===== src/rtl/rv_pipe_pkg.sv =====
// Shared types for the RV64 back-end pipeline: control bundle, pipeline
// register layouts, forwarding selects and the data-memory handshake states.
package rv_pipe_pkg;

  localparam int PIPE_XLEN   = 64;
  localparam int PIPE_REG_AW = 5;

  typedef struct packed {
    logic branch;
    logic memread;
    logic memwrite;
    logic memtoreg;
    logic regwrite;
  } ctrl_t;

  typedef enum logic [1:0] {
    FWD_RF  = 2'b00,
    FWD_WB  = 2'b01,
    FWD_MEM = 2'b10
  } fwd_sel_t;

  typedef enum logic {
    IDLE,
    WAIT
  } mem_state_t;

  typedef struct packed {
    ctrl_t                  ctrl;
    logic                   zero;
    logic [PIPE_XLEN-1:0]   alu;
    logic [PIPE_XLEN-1:0]   store_data;
    logic [PIPE_XLEN-1:0]   br_target;
    logic [PIPE_REG_AW-1:0] rd;
  } ex_mem_t;

  typedef struct packed {
    logic                   regwrite;
    logic                   memtoreg;
    logic [PIPE_REG_AW-1:0] rd;
    logic [PIPE_XLEN-1:0]   alu;
    logic [PIPE_XLEN-1:0]   load_data;
  } mem_wb_t;

endpackage


===== src/rtl/forwarding_unit.sv =====
// Picks the operand source for one EX source register: EX/MEM result,
// MEM/WB result, or the register file.
module forwarding_unit
  import rv_pipe_pkg::*;
#(
  parameter int REG_AW = PIPE_REG_AW
) (
  input  logic              exm_regwrite,
  input  logic              exm_memread,
  input  logic [REG_AW-1:0] exm_rd,
  input  logic              wb_regwrite,
  input  logic [REG_AW-1:0] wb_rd,
  input  logic [REG_AW-1:0] rs,
  output fwd_sel_t          sel
);

  // A load sitting in EX/MEM has no data yet; load-use is stalled up front.
  always_comb begin
    sel = FWD_RF;
    if (exm_regwrite && !exm_memread && exm_rd != '0 && exm_rd == rs)
      sel = FWD_MEM;
    else if (wb_regwrite && wb_rd != '0 && wb_rd == rs)
      sel = FWD_WB;
  end

endmodule


===== src/rtl/mem_wb_backend.sv =====
// Back half of the RV64 pipeline: EX/MEM and MEM/WB registers, data-memory
// handshake with timeout, branch redirect and forwarding selects.
module mem_wb_backend
  import rv_pipe_pkg::*;
#(
  parameter int XLEN        = PIPE_XLEN,
  parameter int REG_AW      = PIPE_REG_AW,
  parameter int MEM_TIMEOUT = 16
) (
  input  logic              clk,
  input  logic              reset,
  input  logic [XLEN-1:0]   ex_alu,
  input  logic              ex_zero,
  input  logic [XLEN-1:0]   ex_store_data,
  input  logic [XLEN-1:0]   ex_br_target,
  input  logic [REG_AW-1:0] ex_rd,
  input  logic [REG_AW-1:0] ex_rs1,
  input  logic [REG_AW-1:0] ex_rs2,
  input  logic [4:0]        ex_ctrl,
  output logic              dmem_req,
  output logic              dmem_we,
  output logic [XLEN-1:0]   dmem_addr,
  output logic [XLEN-1:0]   dmem_wdata,
  input  logic [XLEN-1:0]   dmem_rdata,
  input  logic              dmem_ack,
  output logic              stall,
  output logic              flush,
  output logic [XLEN-1:0]   pc_target,
  output logic [1:0]        forward_a,
  output logic [1:0]        forward_b,
  output logic [XLEN-1:0]   ex_mem_alu,
  output logic [XLEN-1:0]   wb_data,
  output logic [REG_AW-1:0] wb_rd,
  output logic              wb_we,
  output logic              dmem_err
);

  localparam int              CNT_W    = $clog2(MEM_TIMEOUT + 1);
  localparam logic [CNT_W-1:0] CNT_LAST = CNT_W'(MEM_TIMEOUT - 1);

  ex_mem_t          exm;
  mem_wb_t          mwb;
  mem_state_t       state, state_next;
  logic [CNT_W-1:0] wait_cnt;
  logic             mem_op, mem_ack, timeout;
  fwd_sel_t         fwd_a, fwd_b;

  assign mem_op  = exm.ctrl.memread | exm.ctrl.memwrite;
  assign mem_ack = mem_op & dmem_ack;

  always_ff @(posedge clk) begin
    if (reset) state <= IDLE;
    else       state <= state_next;
  end

  always_comb begin
    state_next = state;
    case (state)
      IDLE:    if (mem_op && !dmem_ack) state_next = WAIT;
      WAIT:    if (dmem_ack || timeout) state_next = IDLE;
      default: state_next = IDLE;
    endcase
  end

  // The abort cycle releases stall so the dead op leaves EX/MEM as a bubble.
  always_comb begin
    timeout  = (state == WAIT) && !dmem_ack && (wait_cnt == CNT_LAST);
    dmem_req = mem_op;
    stall    = mem_op && !dmem_ack && !timeout;
  end

  always_ff @(posedge clk) begin
    if (reset)                                  wait_cnt <= '0;
    else if (state == WAIT && state_next == WAIT) wait_cnt <= wait_cnt + 1'b1;
    else                                        wait_cnt <= '0;
  end

  always_ff @(posedge clk) begin
    if (reset)        dmem_err <= 1'b0;
    else if (timeout) dmem_err <= 1'b1;
  end

  always_ff @(posedge clk) begin
    if (reset) begin
      exm <= '0;
    end else if (!stall) begin
      exm.ctrl       <= flush ? ctrl_t'('0) : ctrl_t'(ex_ctrl);
      exm.zero       <= ex_zero;
      exm.alu        <= ex_alu;
      exm.store_data <= ex_store_data;
      exm.br_target  <= ex_br_target;
      exm.rd         <= ex_rd;
    end
  end

  // Stalled or aborted memory ops hand MEM/WB a bubble so nothing writes twice.
  always_ff @(posedge clk) begin
    if (reset) begin
      mwb <= '0;
    end else begin
      if (!mem_op || mem_ack) begin
        mwb.regwrite <= exm.ctrl.regwrite;
        mwb.memtoreg <= exm.ctrl.memtoreg;
        mwb.rd       <= exm.rd;
        mwb.alu      <= exm.alu;
      end else begin
        mwb.regwrite <= 1'b0;
        mwb.memtoreg <= 1'b0;
      end
      if (mem_ack) mwb.load_data <= dmem_rdata;
    end
  end

  assign flush      = exm.ctrl.branch & exm.zero;
  assign pc_target  = exm.br_target;
  assign dmem_we    = exm.ctrl.memwrite;
  assign dmem_addr  = exm.alu;
  assign dmem_wdata = exm.store_data;
  assign ex_mem_alu = exm.alu;
  assign wb_data    = mwb.memtoreg ? mwb.load_data : mwb.alu;
  assign wb_rd      = mwb.rd;
  assign wb_we      = mwb.regwrite && (mwb.rd != '0);
  assign forward_a  = fwd_a;
  assign forward_b  = fwd_b;

  forwarding_unit #(.REG_AW(REG_AW)) u_fwd_a (
    .exm_regwrite (exm.ctrl.regwrite),
    .exm_memread  (exm.ctrl.memread),
    .exm_rd       (exm.rd),
    .wb_regwrite  (mwb.regwrite),
    .wb_rd        (mwb.rd),
    .rs           (ex_rs1),
    .sel          (fwd_a)
  );

  forwarding_unit #(.REG_AW(REG_AW)) u_fwd_b (
    .exm_regwrite (exm.ctrl.regwrite),
    .exm_memread  (exm.ctrl.memread),
    .exm_rd       (exm.rd),
    .wb_regwrite  (mwb.regwrite),
    .wb_rd        (mwb.rd),
    .rs           (ex_rs2),
    .sel          (fwd_b)
  );

endmodule


===== config.mk =====
export PLATFORM = sky130hd
export DESIGN_NAME = mem_wb_backend
export DESIGN_NICKNAME = d
export VERILOG_FILES = /design/src/rtl/rv_pipe_pkg.sv /design/src/rtl/forwarding_unit.sv /design/src/rtl/mem_wb_backend.sv
export SDC_FILE = /design/constraint.sdc
export NUM_CORES = 1
export LEC_CHECK = 0
export ABC_AREA = 1
export CELL_PAD_IN_SITES_DETAIL_PLACEMENT = 1
export CELL_PAD_IN_SITES_GLOBAL_PLACEMENT = 1
export CORE_AREA = 5 5 233 235
export DETAILED_ROUTE_END_ITERATION = 8
export DIE_AREA = 0 0 238 240
export DONT_BUFFER_PORTS = 1
export GPL_TIMING_DRIVEN = 1
export PLACE_DENSITY = 0.63
export SLEW_MARGIN = 30
export SYNTH_ARGS = -nofsm -noshare
export SYNTH_HDL_FRONTEND = slang
export SYNTH_SLANG_ARGS = --single-unit

===== constraint.sdc =====
create_clock -name clk -period 2.13 [get_ports clk]
set_input_delay 0.426 -clock clk [delete_from_list [all_inputs] [get_ports clk]]
set_output_delay 0.426 -clock clk [all_outputs]
set_load 0.1 [all_outputs]

; ---- Word level (Yosys, flattened, before mapping)
; Cells that the tools add are included.
[op_classes]
add_sub_neg = 1
n_eq_ne = 5
muxes = 9
bitwise_logic = 6
reduce_logical = 22
[ops]
columns = op, n
row1 = 64-bit 2-to-1 mux, 1
row2 = 5-bit == test, 4
row3 = 1-bit logical AND, 12
row4 = 5-bit nonzero test, 2
row5 = 5-bit by 1-bit adder with 5-bit output (second input constant), 1
row6 = 5-bit by 4-bit == test with 1-bit output (second input constant), 1
row7 = 5-bit 2-to-1 mux, 1
row8 = 1-bit logical NOT, 4
row9 = 1-bit 2-to-1 mux, 4
row10 = 2-bit 2-to-1 mux, 2
row11 = 2-bit OR reduction, 2
row12 = 1-bit inverter, 3
row13 = 1-bit AND, 2
row14 = 1-bit logical OR, 2
row15 = 1-bit case mux with 2 select lines, 1
row16 = 1-bit OR, 1
[word_totals]
input_bits = 280
register_bits = 345

; ---- Logic depth before layout (Yosys ltp)
[depth]
word_depth = 9
ltp_mapped = 12

; ---- Hierarchy
; A second synthesis with hierarchy kept.
[unflattened]
hier_cells = 2413
area_unflattened_um2 = 17150.2
[by_module_without_submodules]
columns = mod, area_per_inst_um2, n_inst, seq_area_each_um2, cells_each
row1 = mem_wb_backend, 16687.3, 1, 6906.6, 2297
row2 = forwarding_unit, 231.5, 2, 0.0, 58

; ---- Worst setup path after synthesis
; Ideal clock, no wire load.
[synth_timing]
path_kind = input to output
start = input port ex_rs2[2]
end = output port forward_b[0]
arrival_ps = 2931
slack_ps = -1227
path_buffers = 0
stages = 7
required_time_ps = 1704
path_cell_list = inv_1 nand2_1 nand2_1 nor2_1 nand3_1 nor2_1 nor2_1
[synth_via]
elab_chain_len = 4
elab_cells_between_ends = 6
classes_between = eq/ne (2) / mux (2) / reduce/logical (2)
[synth_lines]
columns = item, line_no
row1 = "start, declared", mem_wb_backend.sv:18  ; input logic [REG_AW-1:0] ex_rs2,
row2 = 5-bit == test, forwarding_unit.sv:22  ; else if (wb_regwrite && wb_rd != '0 && wb_rd == rs)
row3 = 1-bit logical AND, forwarding_unit.sv:22
row4 = 1-bit 2-to-1 mux, forwarding_unit.sv:22
row5 = 2-bit 2-to-1 mux (*), forwarding_unit.sv:20  ; if (exm_regwrite && !exm_memread && exm_rd != '0 && exm_rd == rs)
row6 = "end, declared", mem_wb_backend.sv:30  ; output logic [1:0] forward_b,
; Mark *: on every way between the ends. The rest lies on a longest branch, timed or not.

; ---- Final worst setup path
[layout_timing]
start = register wait_cnt[0]
end = output port stall
[layout_via]
elab_chain_len = 4
[layout_lines]
columns = item, line_no
row1 = "start, declared", mem_wb_backend.sv:44  ; logic [CNT_W-1:0] wait_cnt;
row2 = "start signal, assigned", mem_wb_backend.sv:74  ; else if (state == WAIT && state_next == WAIT) wait_cnt <= wait_cnt + 1'b1;
row3 = 5-bit by 4-bit == test with 1-bit output, mem_wb_backend.sv:67  ; timeout = (state == WAIT) && !dmem_ack && (wait_cnt == CNT_LAST);
row4 = 1-bit logical AND, mem_wb_backend.sv:67
row5 = 1-bit logical NOT, mem_wb_backend.sv:69  ; stall = mem_op && !dmem_ack && !timeout;
row6 = 1-bit logical AND, mem_wb_backend.sv:69
row7 = "end, declared", mem_wb_backend.sv:26  ; output logic stall,
; No other way between the ends.

==> key figures <==
Route
  • Post-DRT Antenna Nets: 0
  • # DRC: 0
  • Starting DRT DRC Count: 410
  • Vias per cell: 4.70
  • DR vias: 12,877
  • Wire per inst: 20.8 µm
  • Pre-Repair DR Iteration Count: 4
  • WL final: 57,000 µm

Critical path
  • Worst-path cell chain: ha_4 > nand2_2 > nor2_2 > ha_2 > nand3_2 > inv_2 > nor2_4 > clkbuf_16
  • Crit path buf inv count: 2
  • Crit path max-delay family: flip-flops
  • Arr. time, crit path: 1800 ps
  • Crit Path Class: reg -> out
  • CP required: 1700 ps
  • CP endpoint kind: primary output
  • Crit start category: flop
  • Slowest CP cell: dfxtp_4
  • Max incr delay on CP: 350 ps
  • Max FO, Critical Path: 4

Placed design
  • Port bufs: 0
  • GPL Wtd Cong: 0.802
  • Hpwl dp: 37,500 µm

Yosys
  • Synth top cells by count: 543 x nor2_1, 345 x dfxtp_1, 290 x o21ai_0
  • Register area share after synthesis: a little under half
  • Dominant cell type by area after synthesis: dfxtp_1
  • Syn Std Cell Area: 14,800 µm²
  • Synth warn: 0
  • Post-Synthesis Cells: 1,973
  • Most frequent cell after synthesis: nor2_1
  • Largest cells by area after synthesis: dfxtp_1 47%, buf_4 14%, nor2_1 14%
  • Number of enable flip-flop cells after synthesis: 0
  • Synthesized flop and latch total: 345
  • Syn_nets: 2,255
  • Post-synth cell types: 25
  • Ys async rst share: 0%
  • Top_reg_cell synth: dfxtp_1
  • Synth Area per Inst: 7.51 µm²
  • Top-area cell type share of the netlist area: between 40% and 50%

Status
  • Failing checks: negative setup slack
  • Status: finished with violations

Clock tree
  • Clock Sinks: about 350
  • H-tree depth: 2
  • Cts bufs inserted: 40
  • CTS tree: yes
  • Reg clk slew, reported paths: approximately 60 ps
  • Root buf cell: clkbuf_16
  • Worst-Skew Late Latency: 550 ps
  • Max Root-Sink Buffers: 3

STA
  • Final Hold Vio Count: 0
  • Fmax: 0.449 GHz
  • Crit share post-route: 105%
  • Final hold slack: 37.5 ps
  • Worst slew pin tran: 744 ps
  • Final setup vio count: 10
  • Final setup margin: -96.1 ps
  • Post-route minimum period: roughly 2200 ps
  • Slew Limit Fails: 0
  • Clk_skew: 24.2 ps
  • Rel. slew slack: 50.4%
  • Unrepaired setup endpoints after global routing: true

Floorplan
  • Ports: 615
  • Die Y: 240 µm
  • Die X: 238 µm
  • Rows: 84
  • Core Area: about 52,000 µm²
  • DIE AREA: 57,100 µm²
  • Initial Util: approximately 28%

Job
  • Max-cap violations: 0

Global route
  • First-pass GRT wire length: around 80,000 µm
  • GR Overflow Total: 0
  • Vias in the first global route: 13,484
  • Pin count of the biggest net entering global routing: 98
  • GRT Util Overall: 17.8%
  • Initial antenna violation count: 9

Layout
  • # fillers: between 6,000 and 7,000
  • Sequential standard cell area: 7030 µm²
  • Fin nets: 2,301
  • Share of cells above drive strength 1: 33.0%
  • Area of the multi-input gates: 6170 µm²
  • Area delta synth->final: 37.6%

Pwr
  • Overall power: ~22 mW
  • Worst vdd rail ir drop: 0.590 mV
  • PwrDens: roughly 1100 nW/µm²
  • LEAKAGE: between 9 and 10 nW

Worst hold path
  • Hold Crit Class: in -> reg
==> flip-flops by register name, indices dropped and copies added, names as in the netlist <==
| name | count |
|---|---|
| dmem_wdata | 64 |
| state | 1 |
| dmem_addr | 64 |
| dmem_err | 1 |
| wb_rd | 5 |
| wait_cnt | 5 |
| exm | 10 |
| dmem_we | 1 |
| mwb | 130 |
| pc_target | 64 |
==> cell families after synthesis <==
logic type	count (synthesis)	share of synthesized area, %
and+or+nand+nor	661	17.0
AOI/OAI and AO/OA	480	16.3
buffers and inverters	475	19.4
DFF	345	46.6
xor gates and xnor gates	10	0.591
adders and majority gates	2	0.169
==> power by group <==
group          internal, mW  switching, mW
Sequential             7.09          0.326
Clock                  4.02           2.74
Combinational          1.96           6.30
Total                  13.1           9.36
==> timing repair <==
action / CTS / global route
cloned: 13 / 11
gates resized for setup: 234 / 121
hold buffers: 21 / 0
setup endpoints to repair: 65 / 125
setup buffers: 23 / 11
pin swaps: 50 / 57
endpoints found under the hold margin: 21 / 0
==> final timing paths <==
path / from / end / slack [ps] / depth (start not counted)
setup / recovery: wait_cnt[0]$_SDFF_PP0_ / stall / -100 / 8
hold / removal: ex_alu[15] / dmem_addr[15]$_SDFFE_PP0N_ / 40 / 2
setup reg to reg: wait_cnt[0]$_SDFF_PP0_ / dmem_wdata[22]$_SDFFE_PP0N_ / 60 / 14
hold reg to reg: dmem_err$_SDFFE_PP0P_ / dmem_err$_SDFFE_PP0P_ / 470 / 1
==> stage by stage <==
step / utilization (%) / cell area [µm²] / cells / setup WS, ps / TNS, ps
final: 39.2 / 20400 / 2739 / -96.1 / -230
after floorplan: - / 14900 / 1973 / -336 / -15890
after global routing: 39.2 / 20400 / 2735 / -162 / -3090
after CTS: 37.9 / 19700 / 2718 / -224 / -2910
after detailed placement: 32.0 / 16700 / 2595 / 101 / 0
after global placement: 32.0 / 16700 / 2595 / 139 / 0
==> cell type report <==
cell class                 count  area share [%]
multi-input combinational   1153            30.3
clock inverter                 4           0.258
tap                          688            4.22
antenna                        7          0.0859
inverter                      91            1.83
clock buffer                  63            5.98
sequential                   345            34.5
timing repair buffer         388            22.9
==> placed cells by master (no fill, tap or decap), types with 11 or more instances in the layout <==
cell type	synthesis	layout
nand2_4	1	36
buf_4	275	240
buf_12	0	97
o21ai_0	290	225
buf_16	0	13
dfxtp_1	345	267
nand2_1	101	29
nand2_2	1	38
clkbuf_8	0	11
inv_1	84	78
o21ai_1	110	111
nor2_1	543	529
clkbuf_16	0	52
clkbuf_1	82	11
dlygate4sd3_1	0	21
a21oi_1	78	78
o21ai_4	0	56
dfxtp_2	0	68
==> layer usage <==
layer / vias up / wire, µm / global-route usage [%]
met5: - / 52 / 0
met1: 6195 / 21200 / 19.2
li1: 6128 / - / -
met4: 8 / 1520 / 5.15
met2: 437 / 29000 / 32.1
met3: 109 / 5170 / 7.27
(Power assumes the default switching activity.)
